**src/rtl/mem_fetch_buffer_if.sv**
```systemverilog
// Consumer-side ready/valid stream of mem_fetch_buffer.
// The buffer drives data/last/valid; the consumer drives ready.
interface mem_fetch_buffer_if #(
   parameter int DATA_W = 8
);
   logic [DATA_W-1:0] out_data;
   logic              out_last;
   logic              out_valid;
   logic              out_ready;

   modport master (
      output out_data,
      output out_last,
      output out_valid,
      input  out_ready
   );

   modport slave (
      input  out_data,
      input  out_last,
      input  out_valid,
      output out_ready
   );
endinterface

```
**src/rtl/mem_fetch_buffer.sv**
```systemverilog
// Fetches words for generator addresses from a 1-cycle RAM,
// tags the frame's final word and queues them in a FWFT FIFO.
module mem_fetch_buffer #(
   parameter int DATA_W     = 8,
   parameter int ADDR_W     = 5,
   parameter int MAX_ADDR   = 20,
   parameter int FIFO_DEPTH = 8,
   parameter int FIFO_AW    = 3
) (
   input  logic              clk,
   input  logic              reset,
   input  logic [ADDR_W-1:0] addr_in,
   input  logic              nd_in,
   output logic [ADDR_W-1:0] mem_addr,
   output logic              mem_rd_en,
   input  logic [DATA_W-1:0] mem_rdata,
   mem_fetch_buffer_if.master out,
   output logic              stall,
   output logic              overflow,
   output logic              addr_err,
   output logic [7:0]        frame_count
);

   localparam int CW = FIFO_AW + 1;
   localparam logic [ADDR_W-1:0] MAX_A = ADDR_W'(MAX_ADDR);
   localparam logic [CW-1:0] DEPTH_C = CW'(FIFO_DEPTH);
   localparam logic [CW-1:0] STALL_C = CW'(FIFO_DEPTH - 2);
   localparam logic [CW-1:0] CNT_ONE = CW'(1);
   localparam logic [FIFO_AW-1:0] PTR_ONE = FIFO_AW'(1);

   logic              p1_valid;
   logic              p1_last;
   logic              p2_valid;
   logic              p2_last;
   logic              addr_ok;

   logic [DATA_W:0]   fifo_mem [FIFO_DEPTH];
   logic [DATA_W:0]   head;
   logic [FIFO_AW-1:0] wr_ptr;
   logic [FIFO_AW-1:0] rd_ptr;
   logic [CW-1:0]     count;
   logic [CW-1:0]     count_next;
   logic              full;
   logic              push;
   logic              push_ok;
   logic              pop;
   logic              drop;
   logic              valid_i;

   assign addr_ok = (addr_in <= MAX_A);

   // Request stage: register the RAM read and flag illegal addresses.
   always_ff @(posedge clk) begin
      if (reset) begin
         mem_addr  <= '0;
         mem_rd_en <= 1'b0;
         p1_valid  <= 1'b0;
         p1_last   <= 1'b0;
         addr_err  <= 1'b0;
      end else if (nd_in) begin
         if (addr_ok) begin
            mem_addr  <= addr_in;
            mem_rd_en <= 1'b1;
            p1_valid  <= 1'b1;
            p1_last   <= (addr_in == MAX_A);
         end else begin
            mem_rd_en <= 1'b0;
            p1_valid  <= 1'b0;
            addr_err  <= 1'b1;
         end
      end else begin
         mem_rd_en <= 1'b0;
         p1_valid  <= 1'b0;
      end
   end

   // Track each read until its data appears on mem_rdata.
   always_ff @(posedge clk) begin
      if (reset) begin
         p2_valid <= 1'b0;
         p2_last  <= 1'b0;
      end else begin
         p2_valid <= p1_valid;
         p2_last  <= p1_last;
      end
   end

   // FIFO control: a push into a full FIFO is allowed only with a pop.
   always_comb begin
      valid_i    = (count != '0);
      full       = (count == DEPTH_C);
      push       = p2_valid;
      pop        = valid_i & out.out_ready;
      push_ok    = push & (~full | pop);
      drop       = push & full & ~pop;
      count_next = count;
      unique case ({push_ok, pop})
         2'b10:   count_next = count + CNT_ONE;
         2'b01:   count_next = count - CNT_ONE;
         default: count_next = count;
      endcase
   end

   // Storage holds {data, last}; no reset, the count gates visibility.
   always_ff @(posedge clk) begin
      if (push_ok) begin
         fifo_mem[wr_ptr] <= {mem_rdata, p2_last};
      end
   end

   // Pointers, occupancy and the status flags derived from them.
   always_ff @(posedge clk) begin
      if (reset) begin
         wr_ptr      <= '0;
         rd_ptr      <= '0;
         count       <= '0;
         stall       <= 1'b0;
         overflow    <= 1'b0;
         frame_count <= '0;
      end else begin
         if (push_ok) begin
            wr_ptr <= wr_ptr + PTR_ONE;
         end
         if (pop) begin
            rd_ptr <= rd_ptr + PTR_ONE;
            if (head[0]) begin
               frame_count <= frame_count + 8'd1;
            end
         end
         if (drop) begin
            overflow <= 1'b1;
         end
         count <= count_next;
         stall <= (count_next >= STALL_C);
      end
   end

   // Head entry falls through; outputs read zero while empty.
   always_comb begin
      head          = fifo_mem[rd_ptr];
      out.out_valid = valid_i;
      out.out_data  = valid_i ? head[DATA_W:1] : '0;
      out.out_last  = valid_i & head[0];
   end

endmodule

```
**src/flat_wrapper.sv**
```systemverilog
// flat-port wrapper written by rule: the top's interface ports become plain ports
module mem_fetch_buffer_flat 
#(
   parameter int DATA_W     = 8,
   parameter int ADDR_W     = 5,
   parameter int MAX_ADDR   = 20,
   parameter int FIFO_DEPTH = 8,
   parameter int FIFO_AW    = 3
)
  (clk, reset, addr_in, nd_in, mem_addr, mem_rd_en, mem_rdata, stall, overflow, addr_err, frame_count, out_out_data, out_out_last, out_out_valid, out_out_ready);
  mem_fetch_buffer_if #(.DATA_W(DATA_W)) out_i ();
  input  logic clk;
  input  logic reset;
  input  logic [ADDR_W-1:0] addr_in;
  input  logic nd_in;
  output logic [ADDR_W-1:0] mem_addr;
  output logic mem_rd_en;
  input  logic [DATA_W-1:0] mem_rdata;
  output logic stall;
  output logic overflow;
  output logic addr_err;
  output logic [7:0] frame_count;
  output wire logic [$bits(out_i.out_data)-1:0] out_out_data;
  output wire logic [$bits(out_i.out_last)-1:0] out_out_last;
  output wire logic [$bits(out_i.out_valid)-1:0] out_out_valid;
  input wire logic [$bits(out_i.out_ready)-1:0] out_out_ready;
  assign out_out_data = out_i.out_data;
  assign out_out_last = out_i.out_last;
  assign out_out_valid = out_i.out_valid;
  assign out_i.out_ready = out_out_ready;
  mem_fetch_buffer #(.DATA_W(DATA_W), .ADDR_W(ADDR_W), .MAX_ADDR(MAX_ADDR), .FIFO_DEPTH(FIFO_DEPTH), .FIFO_AW(FIFO_AW)) u_core (.clk(clk), .reset(reset), .addr_in(addr_in), .nd_in(nd_in), .mem_addr(mem_addr), .mem_rd_en(mem_rd_en), .mem_rdata(mem_rdata), .out(out_i), .stall(stall), .overflow(overflow), .addr_err(addr_err), .frame_count(frame_count));
endmodule
```
**config.mk**
```make
export PLATFORM = sky130hd
export DESIGN_NAME = mem_fetch_buffer_flat
export DESIGN_NICKNAME = d
export VERILOG_FILES = /design/src/rtl/mem_fetch_buffer_if.sv /design/src/rtl/mem_fetch_buffer.sv /design/src/flat_wrapper.sv
export SDC_FILE = /design/constraint.sdc
export NUM_CORES = 1
export LEC_CHECK = 0
export ABC_AREA = 1
export BUFFER_PORTS_ARGS = -buffer_cell sky130_fd_sc_hd__buf_2
export CAP_MARGIN = 5
export CORE_ASPECT_RATIO = 1.25
export CORE_UTILIZATION = 63
export CTS_CLUSTER_DIAMETER = 30
export DETAILED_ROUTE_END_ITERATION = 16
export GPL_TIMING_DRIVEN = 1
export PLACE_DENSITY = 0.84
export SYNTH_ARGS = -nofsm -noshare
export SYNTH_HDL_FRONTEND = slang
export SYNTH_SLANG_ARGS = --single-unit
```
**constraint.sdc**
```tcl
create_clock -name clk -period 2.8 [get_ports clk]
set_input_delay 0.56 -clock clk [delete_from_list [all_inputs] [get_ports clk]]
set_output_delay 0.56 -clock clk [all_outputs]
set_load 0.01 [all_outputs]
```
# After elaboration in Yosys (flattened, before gate mapping)

Memory sizes are Yosys's and may differ from the RTL's. A register that Yosys moved wholly into a read port is not among the register bits.
Index checks and enable logic that the tools add are counted.

Add/sub/neg operators: 5
Equal/unequal tests: 4
Mux-type cells: 7
Order comparisons: 2
Reductions and logical operators: 5
Bitwise logic cells: 10

Operator list:

| kind                  | count |
|---|---|
| $add A8 B1 Y8 const B | 1 |
| $mux W8               | 1 |
| $pmux W4 S2           | 1 |
| $add A3 B1 Y3 const B | 2 |
| $mux W3               | 2 |
| $reduce_and A2 Y1     | 3 |
| $and A1 B1 Y1         | 5 |
| $eq A5 B5 Y1 const B  | 1 |
| $le A5 B5 Y1 const B  | 1 |
| $add A4 B1 Y4 const B | 1 |
| $eq A4 B4 Y1 const B  | 1 |
| $ge A4 B3 Y1 const B  | 1 |
| $not A1 Y1            | 4 |
| $reduce_bool A4 Y1    | 1 |
| $sub A4 B1 Y4 const B | 1 |
| $mux W1               | 3 |
| $eq A2 B1 Y1 const B  | 1 |
| $eq A2 B2 Y1 const B  | 1 |
| $reduce_or A2 Y1      | 1 |
| $or A1 B1 Y1          | 1 |

Output and inout port bits: 27
Memories kept: 1
Register bits after elaboration: 30
Memory bits (writable): 72
Logic and storage cells: 46

Memory list:

| memory          | depth | width | read ports | clocked after memory_dff | wr ports | line                   | RTL |
|---|---|---|---|---|---|---|---|
| u_core.fifo_mem | 8     | 9     | 1          | 1                        | 1        | mem_fetch_buffer.sv:37 | `logic [DATA_W:0] fifo_mem [FIFO_DEPTH];` |

# Logic depth before layout (Yosys ltp)

Gate-level depths: netlist of run 1.

Word-level depth: 7
Depth in mapped cells: 15
Depth with buffers taken out: 14

# Worst setup path before layout of run 1

Ideal clock, no wire load.

Path kind: in2reg
From: input out_out_ready
To: register u_core.stall
Data arrival time: 1.922 ns
Slack: 0.765 ns
Setup time: 0.114 ns
Data required time: 2.686 ns
Path buffers: 0
Stages on the path: 13
Cell sequence: nor2_1 -> nand3_1 -> nand2_1 -> ha_1 -> nand2_1 -> inv_1 -> nor2_1 -> ha_1 -> a21oi_1 -> xor2_1 -> nand2_1 -> nand3b_1 -> nand2_1

Cells in the longest elaborated chain, start to end: 6

RTL lines:

| what                                                | line                    | RTL |
|---|---|---|
| start: declaration                                  | flat_wrapper.sv:26      | `input wire logic [$bits(out_i.out_ready)-1:0] out_out_ready;` |
| $and A1 B1 Y1 (*)                                   | mem_fetch_buffer.sv:93  | `pop = valid_i & out.out_ready;` |
| $or A1 B1 Y1                                        | mem_fetch_buffer.sv:94  | `push_ok = push & (~full \| pop);` |
| $and A1 B1 Y1                                       | mem_fetch_buffer.sv:94  |  |
| $eq A2 B1 Y1 / $eq A2 B2 Y1 (equally long branches) | mem_fetch_buffer.sv:97  | `unique case ({push_ok, pop})` |
| $pmux W4 S2 (*)                                     | mem_fetch_buffer.sv:97  |  |
| $ge A4 B3 Y1 (*)                                    | mem_fetch_buffer.sv:134 | `stall <= (count_next >= STALL_C);` |
| end signal: assignment                              | mem_fetch_buffer.sv:134 |  |
| end: declaration                                    | mem_fetch_buffer.sv:18  | `output logic stall,` |

Every way passes the cells marked *; elsewhere a longest branch is shown, timed or not.
A chain may end at the register's enable or synchronous reset.

==> metrics.yaml, run 1 <==
outcome: "completed"
cts_made_buffers: 9
ys_types: 32
synth_top_family_by_area: "simple AND/OR/NAND/NOR gates"
ant_nets: 0
regArea_um2: 2824
cts_setup_buffers: 0
synthCells: 417
clock-sinks: 105
fill_cells: 473
finalHoldWorstSlack_ns: 0.4144
muxShareOfSynthArea_pct: 0.2277
switching_share_pct: 36.69
post_drt_wl_per_cell_um: 16.02
pin_count: 44
r2r-end: "u_core.stall$_SDFF_PP0_"
drt_iter0_drc: 259
ir_drop_mv: 0.6361
holdBufCountCts: 0
netlist.area_leader.share_pct: 49.19
fin_crit_ns: 2.424
clk_transition_reported_paths_ns: 0.10
totalPowerFinal_w: 0.004233
synth-xor-area-share_pct: 1.594
syn_area_per_cell_um2: 10.54
hold_end: "u_core.p2_last$_SDFF_PP0_"
synth_area_um2: 4395
synth_fa_ha_area_share_pct: 1.708
vias: 3165
hold-path-cell-count: 2
antenna_found_initial: 0
max_freq_mhz: 412.6
synth_common_cells: "72 x edfxtp_1, 72 x nor2_1, 47 x nand2_1"
initial_core_util_pct: 66.12
arrival_ns: 1.86
drc: 0
nets: 492
timing.rr.start: "u_core.count[1]$_SDFF_PP0_"
cts_tree: "built"
pre_cts_ws_ns: 0.4403
p_seq_share_pct: 43.5
dp_hpwl_mm: 5.737
critPathCaptureType: "primary output"
hold_path_startpoint: "u_core.p1_last$_SDFFE_PP0P_"
crit_top_cell: "o21ai_0"
cp_max_fo: 26
synth-seq-cells: 105
power_density_nw_per_um2: 856.8
tns_ns: 0
portBuffers: 43
root_buffer: "clkbuf_8"
synth_edf_count: 72
synth-seq-area-share_pct: 64.22
path_delay_family: "flip-flops"
async_flop_share_pct: 0
multi_input_comb_area_um2: 1346
grt_pass1_vias: 3082
grt_pass1_wl_mm: 14.20
synth_compound_gate_area_share_pct: 10.65
yosys_warnings: 0
ff2ff_path_depth: 13
synth_flop_cell: "edfxtp_1"
crit_slowest_cell: "dfxtp_2"
timing.final.ws_setup_ns: 0.3764
critical_path_depth: 6
die_x_um: 76.71
grt_max_degree: 37
grt_overflow: 0
max_cap_viol_count: 0
htreeDepth: 3
p_leak_nw: 1.942
synth_nets: 440
grtUsageTotal_pct: 26.11
die_y_um: 95.39
core_region_area_um2: 6648
cp.buffers_inverters: 2
synthSimpleGateAreaFrac_pct: 16.45
vias_per_cell: 5.642
diodes: 0
maxSlewViolCount: 0
synth_top_area_cell: "edfxtp_1"
cts_resized: 0
fin_crit_sh_pct: 86.56
first_pass_iters: 5
hold_violations: 0
p_int_w: 0.002680
syn2layout_area_growth_pct: 12.41
gp_congestion: 0.7857
p_switching_w: 0.001553
wl_mm: 8.987
worstPathRequired_ns: 2.24
clock_skew_ns: 0.01165
setup_viol: 0
max_slew_margin_pct: 70.48
rsz0062_at_grt: "no"
r2r_slack_ns: 0.65
fp-row-count: 33
layout-drive-gt1-share_pct: 19.20
critPathLaunchType: "flop"
insertion_delay_ns: 0.37
min_path_type: "reg2reg"
tightest_slew_ns: 0.4423
critical_path_class: "reg2out"
synthTopCellsByArea: "edfxtp_1 49%, dfxtp_1 15%, nor2_1 6.1%"
die_area_um2: 7317
cpPeakStageDelay_ns: 0.50
pwr-share-clk_pct: 22.8
crit_chain: "buf_4 > o21ai_0 > o22ai_1 > o21ai_0 > nor2_1 > buf_2"
cts_buffer_depth: 2
fin_util_pct: 74.33
p_comb_share_pct: 33.7
==> registers in the layout (all words and copies together), names as in the netlist, named ones only <==
signal / count
u_core.fifo_mem: 72
u_core.frame_count: 8
u_core.mem_addr: 5
u_core.count: 4
u_core.rd_ptr: 3
u_core.wr_ptr: 3
u_core.addr_err: 1
u_core.mem_rd_en: 1
u_core.overflow: 1
u_core.p1_last: 1
u_core.p2_last: 1
u_core.p2_valid: 1
u_core.stall: 1
==> cell families (layout without fill, tap and decap cells) <==
group | Yosys count | after routing
simple gates | 160 | 160
flops | 105 | 105
compound gates | 88 | 88
buf+inv | 49 | 106
xor+xnor | 8 | 8
fa+ha+maj | 6 | 6
mux | 1 | 1
==> worst reg2reg max path, cell delays in order (launching register included) <==
cell and delay (ns):
dfxtp_1 0.36, nor2_2 0.18, nand3_1 0.13, nand2_1 0.23, ha_1 0.26, nand2_1 0.07, inv_1 0.07, nor2_1 0.05
ha_1 0.17, a21oi_1 0.14, xor2_1 0.16, nand2_1 0.09, nand3b_1 0.09, nand2_1 0.05
==> layout by cell type (no fill, tap or decap), types with 2 or more instances in the layout <==
cell / instances
a21oi_1: 22
nand3b_1: 2
nand3_1: 18
nand2_1: 47
clkbuf_8: 9
inv_6: 2
xor2_1: 5
o21ai_0: 44
ha_1: 6
o22ai_1: 16
buf_4: 13
nor2_2: 2
nand3_2: 8
inv_4: 2
nor2_1: 72
dfxtp_1: 32
buf_2: 43
edfxtp_1: 72
clkbuf_16: 2
nand4_1: 4
o21ai_1: 3
xnor2_1: 3
nand2_2: 4
inv_1: 31
==> routing by layer <==
| metal | wire (um) | GRT usage (%) | vias to the layer above | share of wire (%) |
|---|---|---|---|---|
| met5 | 0 | 0 | - | 0 |
| met4 | 158 | 14.26 | 0 | 1.8 |
| met3 | 534 | 4.785 | 15 | 5.9 |
| met2 | 4579 | 46.43 | 114 | 51 |
| met1 | 3715 | 30.03 | 1485 | 41 |
| li1 | - | - | 1551 | - |
==> cell type report <==
cell class / count / share of cell area [%]
Sequential cell: 105 / 57.15
Multi-Input combinational cell: 263 / 27.25
Timing Repair Buffer: 56 / 6.331
Clock buffer: 11 / 3.520
Inverter: 34 / 2.735
Tap cell: 87 / 2.203
Clock inverter: 5 / 0.8103
==> worst max-delay path by stage <==
stage | end | slack (ns)
floorplan | u_core.stall$_SDFF_PP0_ | 0.76
global placement | u_core.stall$_SDFF_PP0_ | 0.55
detailed placement | u_core.stall$_SDFF_PP0_ | 0.44
CTS | out_out_data[3] | 0.21
global route | out_out_data[3] | 0.19
finish | out_out_data[3] | 0.38
==> per-stage QoR <==
step / cells / area, um^2
2_1_floorplan: 417 / 4395
3_3_place_gp: 545 / 4726
3_5_place_dp: 545 / 4726
4_1_cts: 561 / 4940
5_1_grt: 561 / 4941
6_report: 561 / 4941
==> power by group through the flow <==
stage | sequential, W | clock [W] | combinational, W
floorplan | 0.00183 | 0 | 0.00106
global placement | 0.00187 | 0 | 0.00134
detailed placement | 0.00187 | 0 | 0.00141
CTS | 0.00184 | 0.000973 | 0.00142
global route | 0.00186 | 0.00103 | 0.00160
finish | 0.00184 | 0.000963 | 0.00143
Power figures use the tool's default switching activity.
==> run 2, diff against run 1 <==
- RECOVER_POWER: default -> 100
==> metrics.yaml, run 2 (synthesized netlist as in run 1, its figures left out) <==
max_freq_mhz: 406.6  # -1.5%
final_common_cell: "nor2_1"
regArea_um2: 2824  # unchanged
die_x_um: 76.71  # unchanged
crit_top_cell: "o21ai_0"
reg_top3: "u_core.fifo_mem: 72 flops, u_core.frame_count: 8 flops, u_core.mem_addr: 5 flops"
vias: 3168  # +0.095%
cts_made_buffers: 9  # unchanged
syn2layout_area_growth_pct: 10.13
cts_tree: "built"
ir_drop_mv: 0.6185  # -2.8%
critPathCaptureType: "primary output"
cts_buffer_depth: 2  # unchanged
top_register: "u_core.fifo_mem"
wl_mm: 9.069  # +0.91%
insertion_delay_ns: 0.37  # about the same
clk_transition_reported_paths_ns: 0.11  # about the same
totalPowerFinal_w: 0.004185  # -1.1%
clock_skew_ns: 0.01258  # +0.0009221 ns
timing.final.ws_setup_ns: 0.3407  # -0.03573 ns
multi_input_comb_area_um2: 1319  # -2.0%
die_y_um: 95.39  # unchanged
crit_slowest_cell: "dfxtp_2"
min_path_type: "reg2reg"
vias_per_cell: 5.647  # about the same
setup_viol: 0  # unchanged
arrival_ns: 1.90  # +0.04 ns
grtUsageTotal_pct: 26.11  # unchanged
cp_max_fo: 26  # unchanged
drt_iter0_drc: 263  # +1.5%
initial_core_util_pct: 66.12  # unchanged
final_cell_area_um2: 4841  # -2.0%
worstPathRequired_ns: 2.24  # about the same
grt_pass1_vias: 3082  # unchanged
post_dp_cell_area_um2: 4726  # unchanged
nets: 492  # unchanged
holdBufCountCts: 0  # unchanged
htreeDepth: 3  # unchanged
post_drt_wl_per_cell_um: 16.17  # +0.91%
p_leak_nw: 1.774  # -8.6%
max_cap_viol_count: 0  # unchanged
fin_crit_ns: 2.459  # +0.03573 ns
fin_crit_sh_pct: 87.83  # +1.3 points
ant_nets: 0  # unchanged
dp_hpwl_mm: 5.737  # unchanged
maxSlewViolCount: 0  # unchanged
pre_cts_ws_ns: 0.4403  # unchanged
tightest_slew_ns: 1.035  # +0.5924 ns
clock-sinks: 105  # unchanged
power_density_nw_per_um2: 864.6  # +0.91%
grt_pass1_wl_mm: 14.20  # unchanged
critical_path_class: "reg2out"
drc: 0  # unchanged
layout_common_cells: "73 x nor2_1, 72 x edfxtp_1, 48 x nand2_1"
grt_max_degree: 37  # unchanged
antenna_found_initial: 0  # unchanged
first_pass_iters: 5  # unchanged
crit_chain: "buf_4 > o21ai_0 > o22ai_1 > o21ai_0 > nor2_1 > clkbuf_1"
root_buffer: "clkbuf_8"
grt_overflow: 0  # unchanged
largest_register_ffs: 72  # unchanged
gp_congestion: 0.7857  # unchanged
cpPeakStageDelay_ns: 0.50  # about the same
core_region_area_um2: 6648  # unchanged
critPathLaunchType: "flop"
pin_count: 44  # unchanged
fp-row-count: 33  # unchanged
tns_ns: 0  # unchanged
die_area_um2: 7317  # unchanged
portBuffers: 43  # unchanged
layout-drive-gt1-share_pct: 9.283  # -9.9 points
diodes: 0  # unchanged
rsz0062_at_grt: "no"
fill_cells: 502  # +6.1%
max_slew_margin_pct: 31.02  # -39 points
outcome: "completed"
hold_violations: 0  # unchanged
-- run 2: power by group --
| part | internal, W | total [W] | leakage (nW) | switching (W) |
|---|---|---|---|---|
| Sequential | 0.00173 | 0.00184 | 0.920 | 0.000110 |
| Combinational | 0.000464 | 0.00138 | 0.742 | 0.000917 |
| Clock | 0.000442 | 0.000961 | 0.112 | 0.000519 |
| Total | 0.00264 | 0.00419 | 1.77 | 0.00155 |
-- run 2: worst max-delay path, delay by kind of cell (launching register included) --
| kind | cells | cell delay (ns) |
|---|---|---|
| buffers and inverters | 2 | 0.49 |
| DFF | 1 | 0.50 |
| AOI/OAI and AO/OA | 3 | 0.38 |
| and+or+nand+nor | 1 | 0.15 |
-- run 2: layout make-up --
type                            instances  share of cell area (%)
Clock buffer                           11                   3.593
Clock inverter                          5                  0.8271
Inverter                               34                   2.791
Multi-Input combinational cell        263                   27.24
Sequential cell                       105                   58.34
Tap cell                               87                   2.249
Timing Repair Buffer                   56                   4.963
-- run 2: worst paths after layout --
kind | start | end | slack, ns | cells after the start
worst max-delay path | flop | out_out_data[3] | 0.34 | 6
worst min-delay path | u_core.p1_last$_SDFFE_PP0P_ | u_core.p2_last$_SDFF_PP0_ | 0.41 | 2
worst max register to register | u_core.count[1]$_SDFF_PP0_ | u_core.stall$_SDFF_PP0_ | 0.57 | 13
worst min register to register | u_core.p1_last$_SDFFE_PP0P_ | u_core.p2_last$_SDFF_PP0_ | 0.41 | 2
-- run 2: repair_timing --
item                       CTS  global route
buffers inserted             0             0
setup endpoints to repair    0             1
gates resized for setup      0             1
-- run 2: stage by stage --
step,util (%),instances,hold WS (ns)
after detailed placement,71.09,545,0.4094
after global routing,72.82,561,0.4358
after global placement,71.09,545,0.4061
final,72.82,561,0.4127
after floorplan,-,417,0.3997
after CTS,74.31,561,0.4144
-- run 2: layer usage --
metal / part of all wire, % / track usage [%]
met1: 41 / 30.03
met4: 2.3 / 14.26
met2: 51 / 46.43
met3: 5.7 / 4.785
met5: 0 / 0
